`config.mk`:
```
export PLATFORM = sky130hd
export DESIGN_NAME = isolde_instr_encoder
export DESIGN_NICKNAME = d
export VERILOG_FILES = /design/src/rtl/isolde_instr_encoder.sv
export SDC_FILE = /design/constraint.sdc
export NUM_CORES = 1
export LEC_CHECK = 0
export ABC_CLOCK_PERIOD_IN_PS = 15970
export BUFFER_PORTS_ARGS = -buffer_cell sky130_fd_sc_hd__buf_2
export CAP_MARGIN = 20
export CORE_AREA = 4 4 162 164
export CTS_CLUSTER_SIZE = 25
export DETAILED_ROUTE_END_ITERATION = 10
export DIE_AREA = 0 0 166 168
export PLACE_DENSITY_LB_ADDON = 0.3
export REMOVE_ABC_BUFFERS = 1
export SYNTH_ARGS = -nofsm -noshare
export SYNTH_HDL_FRONTEND = slang
export SYNTH_SLANG_ARGS = --single-unit
```
`constraint.sdc`:
```
create_clock -name clk_i -period 15.97 [get_ports clk_i]
set_clock_uncertainty 0.05 [all_clocks]
set_input_delay 0 -clock clk_i [delete_from_list [all_inputs] [get_ports clk_i]]
set_output_delay 0 -clock clk_i [all_outputs]
set_load 0.01 [all_outputs]
```
`src/rtl/isolde_instr_encoder.sv`:
```
// isolde_instr_encoder
//   Encodes an ISOLDE opcode plus operand fields into a 1/2/3/5-word custom
//   instruction and serializes the words onto a valid/ready stream.
// Ports:
//   clk_i, rst_i        clock, asynchronous active-high reset
//   req_*               request handshake, opcode, register fields, extension words
//   instr_*             output word stream with index and first/last markers
//   err_o               one-cycle pulse after a rejected request
//   instr_cnt_o         saturating count of fully emitted instructions
module isolde_instr_encoder #(
   parameter int unsigned CNT_W = 16
) (
   input  logic             clk_i,
   input  logic             rst_i,
   input  logic             req_valid_i,
   output logic             req_ready_o,
   input  logic [5:0]       req_op_i,
   input  logic [4:0]       req_rd_i,
   input  logic [2:0]       req_funct3_i,
   input  logic [4:0]       req_rs1_i,
   input  logic [4:0]       req_rs2_i,
   input  logic [6:0]       req_func7_i,
   input  logic [127:0]     req_ext_i,
   output logic             instr_valid_o,
   input  logic             instr_ready_i,
   output logic [31:0]      instr_word_o,
   output logic [2:0]       instr_idx_o,
   output logic             instr_first_o,
   output logic             instr_last_o,
   output logic             err_o,
   output logic [CNT_W-1:0] instr_cnt_o
);

   typedef enum logic {
      IDLE,
      SEND
   } state_e;

   typedef enum logic [5:0] {
      OP_INVALID      = 6'd0,
      OP_NOP          = 6'd1,
      OP_VLE32_4      = 6'd2,
      OP_GEMM         = 6'd3,
      OP_CONV2D       = 6'd4,
      OP_R_TYPE       = 6'd5,
      OP_REDMULE      = 6'd6,
      OP_REDMULE_GEMM = 6'd7
   } isolde_opcode_e;

   state_e           state_q, state_d;
   logic [2:0]       idx_q, idx_d;
   logic [2:0]       len_q, len_d;
   logic [31:0]      buf_q [5];
   logic [31:0]      buf_d [5];
   logic             ready_q, ready_d;
   logic             valid_q, valid_d;
   logic             err_q, err_d;
   logic [CNT_W-1:0] cnt_q, cnt_d;

   logic [6:0]       enc_opc;
   logic [2:0]       enc_f3;
   logic [6:0]       enc_f7;
   logic [2:0]       enc_len;
   logic             enc_ok;
   logic             accept;
   logic             out_hs;
   logic             out_last;

   // Opcode -> word0 fixed fields and instruction length
   always_comb begin
      enc_opc = '0;
      enc_f3  = req_funct3_i;
      enc_f7  = req_func7_i;
      enc_len = 3'd1;
      enc_ok  = 1'b1;
      case (req_op_i)
         OP_VLE32_4: begin
            enc_opc = 7'h7F; enc_f3 = 3'h5; enc_f7 = 7'h03; enc_len = 3'd5;
         end
         OP_REDMULE_GEMM: begin
            enc_opc = 7'h7F; enc_f3 = 3'h5; enc_f7 = 7'h04; enc_len = 3'd5;
         end
         OP_CONV2D: begin
            enc_opc = 7'h7F; enc_f3 = 3'h1; enc_f7 = 7'h00; enc_len = 3'd3;
         end
         OP_GEMM: begin
            enc_opc = 7'h3F; enc_f7 = 7'h07; enc_len = 3'd2;
         end
         OP_R_TYPE: begin
            enc_opc = 7'h0B;
         end
         OP_REDMULE: begin
            enc_opc = 7'h2B;
         end
         default: begin
            enc_ok = 1'b0;
         end
      endcase
   end

   // ready_q is only set while IDLE, so it alone qualifies the accept
   assign accept   = req_valid_i & ready_q;
   assign out_hs   = valid_q & instr_ready_i;
   assign out_last = (idx_q == len_q - 3'd1);

   always_comb begin
      state_d = state_q;
      idx_d   = idx_q;
      len_d   = len_q;
      buf_d   = buf_q;
      cnt_d   = cnt_q;
      err_d   = 1'b0;
      case (state_q)
         IDLE: begin
            if (accept) begin
               if (enc_ok) begin
                  buf_d[0] = {enc_f7, req_rs2_i, req_rs1_i, enc_f3, req_rd_i, enc_opc};
                  for (int unsigned k = 1; k < 5; k++) begin
                     buf_d[k] = req_ext_i[32*(k-1) +: 32];
                  end
                  len_d   = enc_len;
                  idx_d   = '0;
                  state_d = SEND;
               end else begin
                  err_d = 1'b1;
               end
            end
         end
         SEND: begin
            if (out_hs) begin
               if (out_last) begin
                  state_d = IDLE;
                  idx_d   = '0;
                  if (cnt_q != '1) begin
                     cnt_d = cnt_q + 1'b1;
                  end
               end else begin
                  idx_d = idx_q + 3'd1;
               end
            end
         end
         default: state_d = IDLE;
      endcase
      ready_d = (state_d == IDLE);
      valid_d = (state_d == SEND);
   end

   always_ff @(posedge clk_i or posedge rst_i) begin
      if (rst_i) begin
         state_q <= IDLE;
         idx_q   <= '0;
         len_q   <= '0;
         ready_q <= 1'b0;
         valid_q <= 1'b0;
         err_q   <= 1'b0;
         cnt_q   <= '0;
         for (int unsigned k = 0; k < 5; k++) begin
            buf_q[k] <= '0;
         end
      end else begin
         state_q <= state_d;
         idx_q   <= idx_d;
         len_q   <= len_d;
         ready_q <= ready_d;
         valid_q <= valid_d;
         err_q   <= err_d;
         cnt_q   <= cnt_d;
         buf_q   <= buf_d;
      end
   end

   assign req_ready_o   = ready_q;
   assign instr_valid_o = valid_q;
   assign instr_word_o  = valid_q ? buf_q[idx_q] : '0;
   assign instr_idx_o   = valid_q ? idx_q : '0;
   assign instr_first_o = valid_q & (idx_q == 3'd0);
   assign instr_last_o  = valid_q & out_last;
   assign err_o         = err_q;
   assign instr_cnt_o   = cnt_q;

endmodule

```
==> results.ini, run 1 <==
[clocking]
cts_inserted_buffers=17
cts.clk_slew.worst_paths_ps=70
post_cts.repair.setup_buffers=0
cts_buffer_depth=2
clock_latency_ps=420
h-tree-depth=4
tritoncts_num_sinks=182
clk_root_buffer_cell=clkbuf_16
cts_tree=yes

[final_layout]
area.growth.synth_to_final_pct=42.49
fillerInstances=2156
drive_gt1_frac=0.4043
multi_input_comb_area_um2=3680
finalNetCount=1141
final-seq-area_um2=4559
final_common_cell=buf_2
layout_common_cells=buf_2, dfrtp_1, dlygate4sd3_1
final_instance_area_um2=12190
final_core_util=0.4897
finish.cell_count_without_fillers=1318

[worst_hold_path]
hp-class=in2reg
holdPathStages=5
hp-start=req_op_i[4]

[sta]
timing.setup.tns_ps=0
setup_viol=0
post-route-min-period_ps=2757
maximum_clock_rate_mhz=362.8
timing.final.max_slew_violations=0
worstMarginPinSlew_ps=987.4
final.hold.worst_slack_ps=68.84
final-hold-violation-count=0
rsz0062_at_grt=false
min_setup_slack_post_route_ps=13210
fin_crit_sh=0.1726
maxSlewHeadroom=0.3418

[placement]
numPortBuffers=218
placed_wire_length_estimate_after_detailed_placement_um=13630
place.detailed.instances=1118
dpl_cell_area_um2=9856
place_worst_setup_slack_ps=13440
place.gp.congestion=0.7279

[global_routing]
via_count_of_the_first_global_routing_pass=6936
grt_first_pass_wirelength_um=37380
antenna_found_initial=1
grt_use_total=0.1650
grt_max_degree=111
grt-ovfl-total=0

[logic_synthesis]
synth_top_flop_cell=dfrtp_1
synth-seq-cells=182
synth.avg_cell_area_um2=14.23
synth.lib_cells_used.distinct=56
synth_cells=601
synth-edff-count=0
ys_warn_count=0
seq_area_frac_synth=0.5324
async_reset_ff_frac=1.000
synthesis.area_um2=8554

[critical_path]
bufs_and_invs_on_worst_path=2
worst-path-max-fanout=77
cp-end-kind=register
critPathLaunch=instr_valid_o
destination_of_the_worst_register_to_register_timing_path=buf_q[155]
path_delay_family=buffers and inverters
critical_path_depth=5
worst-r2r-setup-slack_ps=13210
crit_slowest_cell=buf_4
worst-endpoint-required_ps=16220
worstSetupEndpoint=buf_q[155]
crit_path_start_kind=register
critical_path_class=reg2reg
timing.reg2reg.worst_path_depth=5
r2r_start=instr_valid_o
cp_data_arrival_time_ps=3010
critical-path-max-stage-delay_ps=810
path_cells=nand3b_4, nor3b_2, buf_4, a31oi_1, dlygate4sd3_1

[drt]
vias=6380
post_drt_via_cell_ratio=4.841
wire_per_inst_um=17.17
drt_first_iter_violations=237
routed_wirelength_um=22620
route.detailed.drc=0
firstDrtPassIters=4
final_antenna_net_count=0

[pwr]
total_power_mw=1.922
p_leak_nw=5.734
worst_ir_drop_vdd_mv=0.08695
power_density_nw_per_um2=157.7

[floorplanning]
floorplan.die_area_um2=27890
die-height_um=168
initial_utilization=0.3437
ioPinCount=219
num_rows=58
design.core.area_um2=24890
die_width_um=166

[flow_run]
drv_cap=0

[run_status]
run_status=finished, final reports clean

==> timing repair <==
action                                 CTS  global route
endpoints found under the hold margin  272             0
hold buffers                           167             0
resized for setup                        0             0
==> kinds of logic (layout without fill, tap and decap cells) <==
family                   after synthesis  count (layout)  share of synthesized area
adder cells (fa/ha/maj)                4               4                   0.005851
buffers and inverters                 51             437                    0.03861
XOR/XNOR                              17              17                    0.02092
AO/OA/AOI/OAI                         63              63                    0.05412
flip-flops                           182             182                     0.5324
multiplexers                         177             177                     0.2751
AND/OR/NAND/NOR                      107             107                    0.07298
other                                  0               1                          0
==> layout make-up <==
class                      instances  share of cell area
sequential                       182              0.3740
clock inverter                    13             0.01776
inverter                          12            0.004311
multi-input combinational        368              0.3019
antenna                            1           0.0002053
tap                              330             0.03387
clock buffer                      19             0.03634
timing repair buffer             393              0.2316
==> per-layer routing <==
metal | track usage | vias up | part of all wire
li1 | - | 2964 | -
met1 | 0.2192 | 3239 | 0.45
met3 | 0.03405 | 20 | 0.044
met4 | 0.05057 | 0 | 0.014
met2 | 0.2743 | 157 | 0.50
met5 | 0 | - | 0
==> worst min-delay path by stage <==
stage	endpoint	slack (ps)
detailed placement	buf_q[112]	160
global route	len_q[1]	140
global placement	buf_q[16]	170
floorplan	buf_q[141]	70
CTS	len_q[1]	50
finish	len_q[1]	70
==> power by group <==
group / switching (mW) / internal, mW / total [mW]
clock: 0.189 / 0.285 / 0.475
sequential: 0.131 / 0.662 / 0.793
combinational: 0.275 / 0.379 / 0.654
total: 0.595 / 1.33 / 1.92
==> worst min-delay path: cells and delay by family <==
| family | cells | cell delay, ps |
|---|---|---|
| and+or+nand+nor | 3 | 300 |
| buffers and inverters | 1 | 90 |
| AOI/OAI and AO/OA | 1 | 100 |
==> cells in the mapped netlist (2+ instances only) <==
cell type / n / area, um2
a22o_1: 5 / 43.79
xnor2_1: 2 / 17.52
or3_1: 3 / 18.77
mux4_2: 32 / 720.7
a22oi_1: 32 / 240.2
a221o_1: 2 / 20.02
mux2_2: 83 / 934.7
inv_1: 10 / 37.54
dfrtp_1: 182 / 4554
nand2_1: 10 / 37.54
buf_8: 7 / 105.1
xor2_2: 2 / 32.53
nor3_2: 8 / 80.08
a21oi_1: 5 / 25.02
buf_4: 3 / 22.52
nor4_1: 4 / 25.02
and3_1: 3 / 18.77
buf_6: 3 / 33.78
or2_2: 2 / 12.51
nor2b_1: 3 / 18.77
xor2_1: 12 / 105.1
o21ai_0: 6 / 30.03
nor2_1: 48 / 180.2
o21a_1: 2 / 15.01
ha_1: 4 / 50.05
clkbuf_1: 10 / 37.54
buf_1: 2 / 7.510
nand3_1: 10 / 50.05
mux2_1: 62 / 698.2
buf_2: 13 / 65.06
nand4_2: 2 / 25.02
nand4_1: 2 / 12.51
or4_1: 2 / 15.01
a21o_1: 2 / 15.01
nor4_2: 2 / 25.02
==> sequential cells by signal, summed over array words and instances (netlist names) <==
name	count
buf_q	157
len_q	3
err_o	1
instr_valid_o	1
idx_q	3
instr_cnt_o	16
req_ready_o	1
(Power assumes the default switching activity.)
==> run 2, diff against run 1 <==
--- a/config.mk
+++ b/config.mk
@@ -5,13 +5,14 @@
 export SDC_FILE = /design/constraint.sdc
 export NUM_CORES = 1
 export LEC_CHECK = 0
-export ABC_CLOCK_PERIOD_IN_PS = 15970
+export ABC_AREA = 1
+export ABC_CLOCK_PERIOD_IN_PS = 2400
 export BUFFER_PORTS_ARGS = -buffer_cell sky130_fd_sc_hd__buf_2
 export CAP_MARGIN = 20
-export CORE_AREA = 4 4 162 164
+export CORE_AREA = 4 4 165 167
 export CTS_CLUSTER_SIZE = 25
 export DETAILED_ROUTE_END_ITERATION = 10
-export DIE_AREA = 0 0 166 168
+export DIE_AREA = 0 0 169 171
 export PLACE_DENSITY_LB_ADDON = 0.3
 export REMOVE_ABC_BUFFERS = 1
 export SYNTH_ARGS = -nofsm -noshare
==> constraint.sdc (replaced) <==
create_clock -name clk_i -period 2.4 [get_ports clk_i]
set_clock_uncertainty 0.05 [all_clocks]
set_input_delay 0 -clock clk_i [delete_from_list [all_inputs] [get_ports clk_i]]
set_output_delay 0 -clock clk_i [all_outputs]
set_load 0.01 [all_outputs]
==> run 2 against run 1 <==
  * Utilization is 0.24 points lower
  * Global-route usage grew 2.9 points
  * Sequential power grew to 5.6 times the previous value
  * First-iteration DRC count up 130%
  * Via count up 43%
  * Clock power rose to 6.0 times the previous value
  * Sequential share of layout area down 1.1 points
  * Critical endpoint is now instr_word_o[30]
  * Synthesized cell count rose by 100%
  * Final area increased by 3.0%
  * Wire length rose by 25%
==> results.ini, run 2 <==
[run_status]
run_status=finished, final reports clean

[clocking]
post_cts.repair.setup_buffers=0  ; unchanged
cts_buffer_depth=2  ; unchanged
cts_inserted_buffers=17  ; unchanged
clk_root_buffer_cell=clkbuf_16
cts_tree=yes
cts.clk_slew.worst_paths_ps=80  ; about the same
tritoncts_num_sinks=182  ; unchanged
clock_latency_ps=430  ; about the same
h-tree-depth=4  ; unchanged

[pwr]
seqPwrFrac=0.389  ; -0.024
pwr-share-comb=0.365  ; +0.025
total_power_mw=11.48  ; +500%
p_leak_nw=6.732  ; +17%
worst_ir_drop_vdd_mv=0.4727  ; +440%
cell_internal_pwr_mw=6.966  ; +420%
net_sw_power_mw=4.518  ; +660%
pwr-share-clk=0.246  ; about the same
power_density_nw_per_um2=914.8  ; +480%
switching_part_of_the_total_power=0.3935  ; +0.08369

[logic_synthesis]
ys_warn_count=0  ; unchanged
netlist.top_cell.by_area=dfrtp_1
synth-seq-cells=182  ; unchanged
synth_top_flop_cell=dfrtp_1
synth-edff-count=0  ; unchanged
synth_cells=1218  ; +100%
mux_contribution_to_synthesized_area=0  ; -0.2751
synth_top_family_by_area=simple AND/OR/NAND/NOR gates
post_synthesis_compound_gate_area_fraction=0.08586  ; +0.03174
yosys.area_share.adder=0.005639  ; -0.0002112
synthesis.area_um2=8875  ; +3.7%
synth_commonest_cells=nand2_1, dfrtp_1, nor2_1, o21ai_0, inv_1
synthTopCellsByArea=dfrtp_1, nand2_1, o21ai_0, nor2_1, a21oi_1
synth.lib_cells_used.distinct=25  ; -55%
synth.avg_cell_area_um2=7.286  ; -49%
top_area_cell_type_share_of_the_netlist_area=0.5132  ; -0.01922
post_synth_and_or_nand_nor_area_fraction=0.3340  ; +0.2610
xor_xnor_cell_area_share_of_the_yosys_netlist=0.007895  ; -0.01302
top_count_cell_post_synth=nand2_1
async_reset_ff_frac=1.000  ; unchanged
seq_area_frac_synth=0.5132  ; -0.01922

[sta]
maxSlewHeadroom=0.5693  ; +0.2276
min_setup_slack_post_route_ps=166.8  ; -13050 ps
rsz0062_at_grt=false
worstMarginPinSlew_ps=646.0  ; -341.3 ps
final-hold-violation-count=0  ; unchanged
timing.final.max_slew_violations=0  ; unchanged
maximum_clock_rate_mhz=447.8
post-route-min-period_ps=2233
setup_viol=0  ; unchanged
fin_crit_sh=0.9305

[drt]
vias=9124  ; +43%
wire_per_inst_um=14.68  ; -14%
routedLengthMet1_um=12540  ; +24%
firstDrtPassIters=5  ; +1
route.detailed.drc=0  ; unchanged
detailroute.wirelength.met3_um=1434  ; +45%
final_antenna_net_count=0  ; unchanged
routed.top_layer=met4
post_drt_via_cell_ratio=4.747  ; -1.9%
routed_wirelength_um=28210  ; +25%
drt_first_iter_violations=535  ; +130%
met2RoutedLength_um=13560  ; +21%

[worst_hold_path]
hp-class=in2reg
hp-start=req_op_i[4]

[final_layout]
final-seq-area_um2=4557  ; about the same
drive_gt1_frac=0.1822  ; -0.2220
finalNetCount=1740  ; +52%
final_instance_area_um2=12550  ; +3.0%
layout_common_cells=nand2_1, buf_2, dfrtp_1
final_common_cell=nand2_1
largest_register_ffs=157  ; unchanged
area.growth.synth_to_final_pct=41.45
fillerInstances=2529  ; +17%
largest_register=buf_q
multi_input_comb_area_um2=3857  ; +4.8%

[floorplanning]
floorplan.die_area_um2=28900  ; +3.6%
die-height_um=171  ; +1.8%
num_rows=59  ; +1.7%
initial_utilization=0.3445  ; +0.0007995
design.core.area_um2=25760  ; +3.5%
ioPinCount=219  ; unchanged
die_width_um=169  ; +1.8%

[placement]
placed_wire_length_estimate_after_detailed_placement_um=17450  ; +28%
numPortBuffers=218  ; unchanged
place.gp.congestion=0.8510  ; +17%
place_worst_setup_slack_ps=495.7  ; -12950 ps
dpl_cell_area_um2=10350  ; +5.0%

[global_routing]
antenna_found_initial=1  ; unchanged
grt_use_total=0.1944  ; +0.02936
grt-ovfl-total=0  ; unchanged
via_count_of_the_first_global_routing_pass=9225  ; +33%
grt_max_degree=89  ; -20%
grt_first_pass_wirelength_um=45770  ; +22%

[critical_path]
r2r_start=req_ready_o
path_delay_family=buffers and inverters
crit_slowest_cell=dfrtp_1
critPathLaunch=idx_q[2]
bufs_and_invs_on_worst_path=3  ; +1
crit_path_start_kind=register
path_cells=inv_2, nor3_4, buf_6, nand2_1, a21oi_1, buf_2
critical-path-max-stage-delay_ps=490  ; -320 ps
worst-path-max-fanout=26  ; -66%
cp-end-kind=primary output
critical_path_class=reg2out
worst-endpoint-required_ps=2350  ; -13870 ps
cp_data_arrival_time_ps=2180  ; -830 ps

[flow_run]
drv_cap=0  ; unchanged

==> run 2: cell count changes after synthesis, sizes merged, moves of 8 or more <==
| cell | delta |
|---|---|
| a21oi | +31 |
| a22oi | -32 |
| buf | +9 |
| clkbuf | +18 |
| inv | +35 |
| mux2 | -145 |
| mux4 | -32 |
| nand2 | +622 |
| nand3 | +16 |
| nor2 | +50 |
| nor3 | -8 |
| o21ai | +75 |
| o22ai | +26 |
| xor2 | -11 |
==> run 2: power by group through the flow <==
stage | clock network [mW] | registers (mW) | logic, mW
3_3_place_gp | 0 | 4.49 | 3.94
3_5_place_dp | 0 | 4.51 | 3.99
5_1_grt | 3.00 | 4.59 | 4.76
6_report | 2.83 | 4.47 | 4.19
4_1_cts | 2.87 | 4.47 | 4.20
2_1_floorplan | 0 | 4.53 | 2.34
==> run 2: cell type report <==
| type | count | share of cell area |
|---|---|---|
| multi-input cells | 923 | 0.3073 |
| inverters | 47 | 0.01495 |
| clock inverters | 15 | 0.01266 |
| well taps | 335 | 0.03339 |
| clock buffers | 17 | 0.03389 |
| flip-flops and latches | 182 | 0.3630 |
| diodes | 1 | 0.0001993 |
| repair buffers | 402 | 0.2346 |
==> run 2: repair_timing <==
action,4_1_cts,5_1_grt
hold buffers,161,0
resized for setup,0,3
setup endpoints to repair,0,18
endpoints found under the hold margin,243,0
==> run 2: stage by stage <==
stage	TNS, ps	instances	hold slack (ps)	util
CTS	0	1921	18.50	0.4868
detailed placement	0	1728	100.8	0.4016
finish	0	1922	43.92	0.4873
global route	0	1922	53.99	0.4873
global placement	0	1728	104.1	0.4016
floorplan	-1137650	1152	66.59	-
==> run 2: metal layers <==
layer	vias up	global-route usage
met3	46	0.03789
met1	4304	0.2500
met5	-	0
li1	4507	-
met4	0	0.05915
met2	267	0.3336
==> run 2: cell families (layout without fill, tap and decap cells) <==
kind of cell | Yosys count | in the layout
AND/OR/NAND/NOR | 766 | 766
flip-flops | 182 | 182
AO/OA/AOI/OAI | 145 | 145
buffers and inverters | 113 | 481
XOR/XNOR | 8 | 8
adder cells (fa/ha/maj) | 4 | 4
other | 0 | 1
==> run 2: worst reg2reg max path, delay by kind of cell (launching register included) <==
| kind | cells | cell delay [ps] |
|---|---|---|
| flip-flops | 1 | 350 |
| buffers and inverters | 4 | 990 |
| AO/OA/AOI/OAI | 1 | 80 |
| AND/OR/NAND/NOR | 4 | 500 |
==> run 2: final timing paths <==
kind                               endpoint  slack [ps]  cells past startpoint
setup / recovery           instr_word_o[30]         170                      6
hold / removal                   buf_q[142]          40                      5
setup reg to reg                 buf_q[133]         320                      9
hold reg to reg                   buf_q[70]         420                      2
max in group asynchronous         buf_q[63]        1390                      4
min in group asynchronous    instr_cnt_o[9]         160                      3
==> run 3, diff against run 2 <==
--- a/config.mk
+++ b/config.mk
@@ -5,14 +5,14 @@
 export SDC_FILE = /design/constraint.sdc
 export NUM_CORES = 1
 export LEC_CHECK = 0
-export ABC_AREA = 1
+export ABC_AREA = 0
 export ABC_CLOCK_PERIOD_IN_PS = 2400
 export BUFFER_PORTS_ARGS = -buffer_cell sky130_fd_sc_hd__buf_2
 export CAP_MARGIN = 20
-export CORE_AREA = 4 4 165 167
+export CORE_AREA = 4 4 162 164
 export CTS_CLUSTER_SIZE = 25
 export DETAILED_ROUTE_END_ITERATION = 10
-export DIE_AREA = 0 0 169 171
+export DIE_AREA = 0 0 166 168
 export PLACE_DENSITY_LB_ADDON = 0.3
 export REMOVE_ABC_BUFFERS = 1
 export SYNTH_ARGS = -nofsm -noshare
==> run 3 against run 2 <==
  * Power increased by 12%
  * Fmax decreased by 1.3%
  * Hold slack improved by 17 ps
  * Wire length decreased by 17%
  * Die area decreased by 3.5%
  * Clock power increased by 7.1%
  * First-iteration DRC count decreased by 53%
  * Sequential share of layout area increased by 0.62 points
  * Setup slack got worse by 30 ps
  * Final area decreased by 1.6%
  * Utilization increased by 0.91 points
  * Sequential power increased by 15%
==> results.ini, run 3 (synthesis gave the netlist of run 1 again) <==
[final_layout]
area.growth.synth_to_final_pct=44.42
layout_common_cells=buf_2, dfrtp_1, dlygate4sd3_1
finalNetCount=1159  ; -33%
fillerInstances=2160  ; -15%
n_antenna_cell=0  ; -1
final_common_cell=buf_2
largest_register=buf_q
drive_gt1_frac=0.4163  ; +0.2341
largest_register_ffs=157  ; unchanged
finish.cell_count_without_fillers=1334  ; -31%

[sta]
min_setup_slack_post_route_ps=136.6  ; -30.21 ps
fin_crit_sh=0.9431  ; +0.01259
maximum_clock_rate_mhz=441.8  ; -1.3%
rsz0062_at_grt=false
timing.final.max_slew_violations=0  ; unchanged
worstMarginPinSlew_ps=540.3  ; -105.7 ps
setup_viol=0  ; unchanged
final-hold-violation-count=0  ; unchanged
post-route-min-period_ps=2263  ; +30.21 ps
maxSlewHeadroom=0.6398  ; +0.07049

[critical_path]
cp_data_arrival_time_ps=2560  ; +380 ps
crit_path_start_kind=register
critical-path-max-stage-delay_ps=560  ; +70 ps
crit_slowest_cell=dlygate4sd3_1
worst-endpoint-required_ps=2700  ; +350 ps
worst-path-max-fanout=15  ; -42%
worst_path_most_repeated_cell=buf_4
critPathLaunch=instr_valid_o
critical_path_depth=7  ; +1
critical_path_class=reg2reg
cp-end-kind=register
worstSetupEndpoint=buf_q[155]
worst-r2r-setup-slack_ps=140  ; -180 ps
path_cells=nand3b_4, nor3b_2, buf_4, buf_4, nor2_1, a31oi_1, dlygate4sd3_1
bufs_and_invs_on_worst_path=3  ; unchanged
path_delay_family=buffers and inverters
destination_of_the_worst_register_to_register_timing_path=buf_q[155]
r2r_start=instr_valid_o
timing.reg2reg.worst_path_depth=7  ; -2

[global_routing]
via_count_of_the_first_global_routing_pass=7016  ; -24%
grt_first_pass_wirelength_um=38030  ; -17%
grt_use_total=0.1704  ; -0.02401
grt-ovfl-total=0  ; unchanged
grt_max_degree=69  ; -22%
antenna_found_initial=0  ; -1

[pwr]
cell_internal_pwr_mw=8.831  ; +27%
net_sw_power_mw=4.026  ; -11%
pwr-share-clk=0.236  ; -0.010
seqPwrFrac=0.400  ; +0.011
power_density_nw_per_um2=1041  ; +14%
p_leak_nw=5.823  ; -14%
worst_ir_drop_vdd_mv=0.6367  ; +35%
total_power_mw=12.86  ; +12%
pwr-share-comb=0.364  ; about the same
switching_part_of_the_total_power=0.3132  ; -0.08030

[placement]
place_worst_setup_slack_ps=289.6  ; -206.1 ps
place.detailed.instances=1131  ; -35%
placed_wire_length_estimate_after_detailed_placement_um=14510  ; -17%
numPortBuffers=218  ; unchanged
place.gp.congestion=0.7885  ; -7.3%

[drt]
route.detailed.drc=0  ; unchanged
drt_first_iter_violations=251  ; -53%
wire_per_inst_um=17.48  ; +19%
post_drt_via_cell_ratio=4.766  ; +0.40%
routed_wirelength_um=23310  ; -17%
firstDrtPassIters=4  ; -1
final_antenna_net_count=0  ; unchanged
vias=6358  ; -30%

[floorplanning]
die-height_um=168  ; -1.8%
floorplan.die_area_um2=27890  ; -3.5%
design.core.area_um2=24890  ; -3.4%
die_width_um=166  ; -1.8%
num_rows=58  ; -1.7%
ioPinCount=219  ; unchanged
initial_utilization=0.3437  ; -0.0007995

[clocking]
cts.clk_slew.worst_paths_ps=70  ; about the same
cts_buffer_depth=2  ; unchanged
cts_inserted_buffers=17  ; unchanged
h-tree-depth=4  ; unchanged
clock_latency_ps=420  ; about the same
tritoncts_num_sinks=182  ; unchanged
cts_tree=yes
clk_root_buffer_cell=clkbuf_16

[run_status]
run_status=finished, final reports clean

[worst_hold_path]
hp-class=in2reg

[flow_run]
drv_cap=0  ; unchanged

run 3: changes by cell type in the layout (fill, tap and decap cells not counted), moves of 9 or more:
cell / previous run / this run
a21oi_1: 36 / 5
nor3_2: 0 / 9
a22oi_1: 0 / 32
o21ai_0: 81 / 6
nor2_1: 93 / 48
mux4_2: 0 / 32
inv_1: 42 / 9
mux2_1: 0 / 62
nand2_1: 632 / 10
xor2_1: 3 / 12
mux2_2: 0 / 83
o22ai_1: 27 / 1
nand3_1: 24 / 10
run 3: power groups by stage:
stage / Clock [mW] / Sequential, mW / Combinational (mW)
2_1_floorplan: 0 / 5.13 / 2.96
3_3_place_gp: 0 / 5.18 / 4.30
3_5_place_dp: 0 / 5.23 / 4.38
4_1_cts: 3.14 / 5.17 / 4.63
5_1_grt: 3.27 / 5.33 / 5.17
6_report: 3.03 / 5.15 / 4.68
run 3: worst reg2reg max path, stage by stage, from the launching register on:
cell and delay [ps]:
dfrtp_2 470, nand3b_4 190, nor3b_2 260, buf_4 220
buf_4 250, nor2_1 60, a31oi_1 130, dlygate4sd3_1 560
run 3: metal layers:
metal / vias to the layer above / wire length (um) / global-route usage
li1: 2992 / - / -
met1: 3164 / 10260 / 0.2211
met2: 173 / 11490 / 0.2820
met3: 29 / 1130 / 0.03827
met4: 0 / 429 / 0.06241
met5: - / 0 / 0
run 3: cell type report:
type / count / area [um2] / area share
clock buffer: 19 / 432.9 / 0.03504
clock inverter: 12 / 192.7 / 0.01560
inverter: 12 / 52.55 / 0.004254
multi-input combinational: 368 / 3680 / 0.2979
sequential: 182 / 4561 / 0.3692
tap: 330 / 412.9 / 0.03342
timing repair buffer: 411 / 3023 / 0.2447
run 3: what timing repair did:
action,in CTS,in global routing
setup endpoints to repair,0,21
setup buffers,0,7
hold endpoints to repair,224,0
hold buffers,165,0
gates resized for setup,0,3
run 3: worst min path at each step:
stage,start,endpoint,cells past startpoint
floorplan,req_funct3_i[1],buf_q[141],2
global placement,rst_i,buf_q[83],2
detailed placement,rst_i,buf_q[83],2
CTS,req_funct3_i[2],buf_q[142],4
global route,req_funct3_i[2],buf_q[142],4
finish,req_op_i[3],len_q[1],5
run 3: metrics by stage:
step	area (um2)	util	hold WS (ps)	TNS [ps]
4_1_cts	12290	0.4939	17.63	0
3_5_place_dp	10020	0.4024	34.37	0
2_1_floorplan	8269	-	71.90	-2107830
3_3_place_gp	10020	0.4024	33.02	0
6_report	12350	0.4963	61.02	0
5_1_grt	12350	0.4963	64.51	0
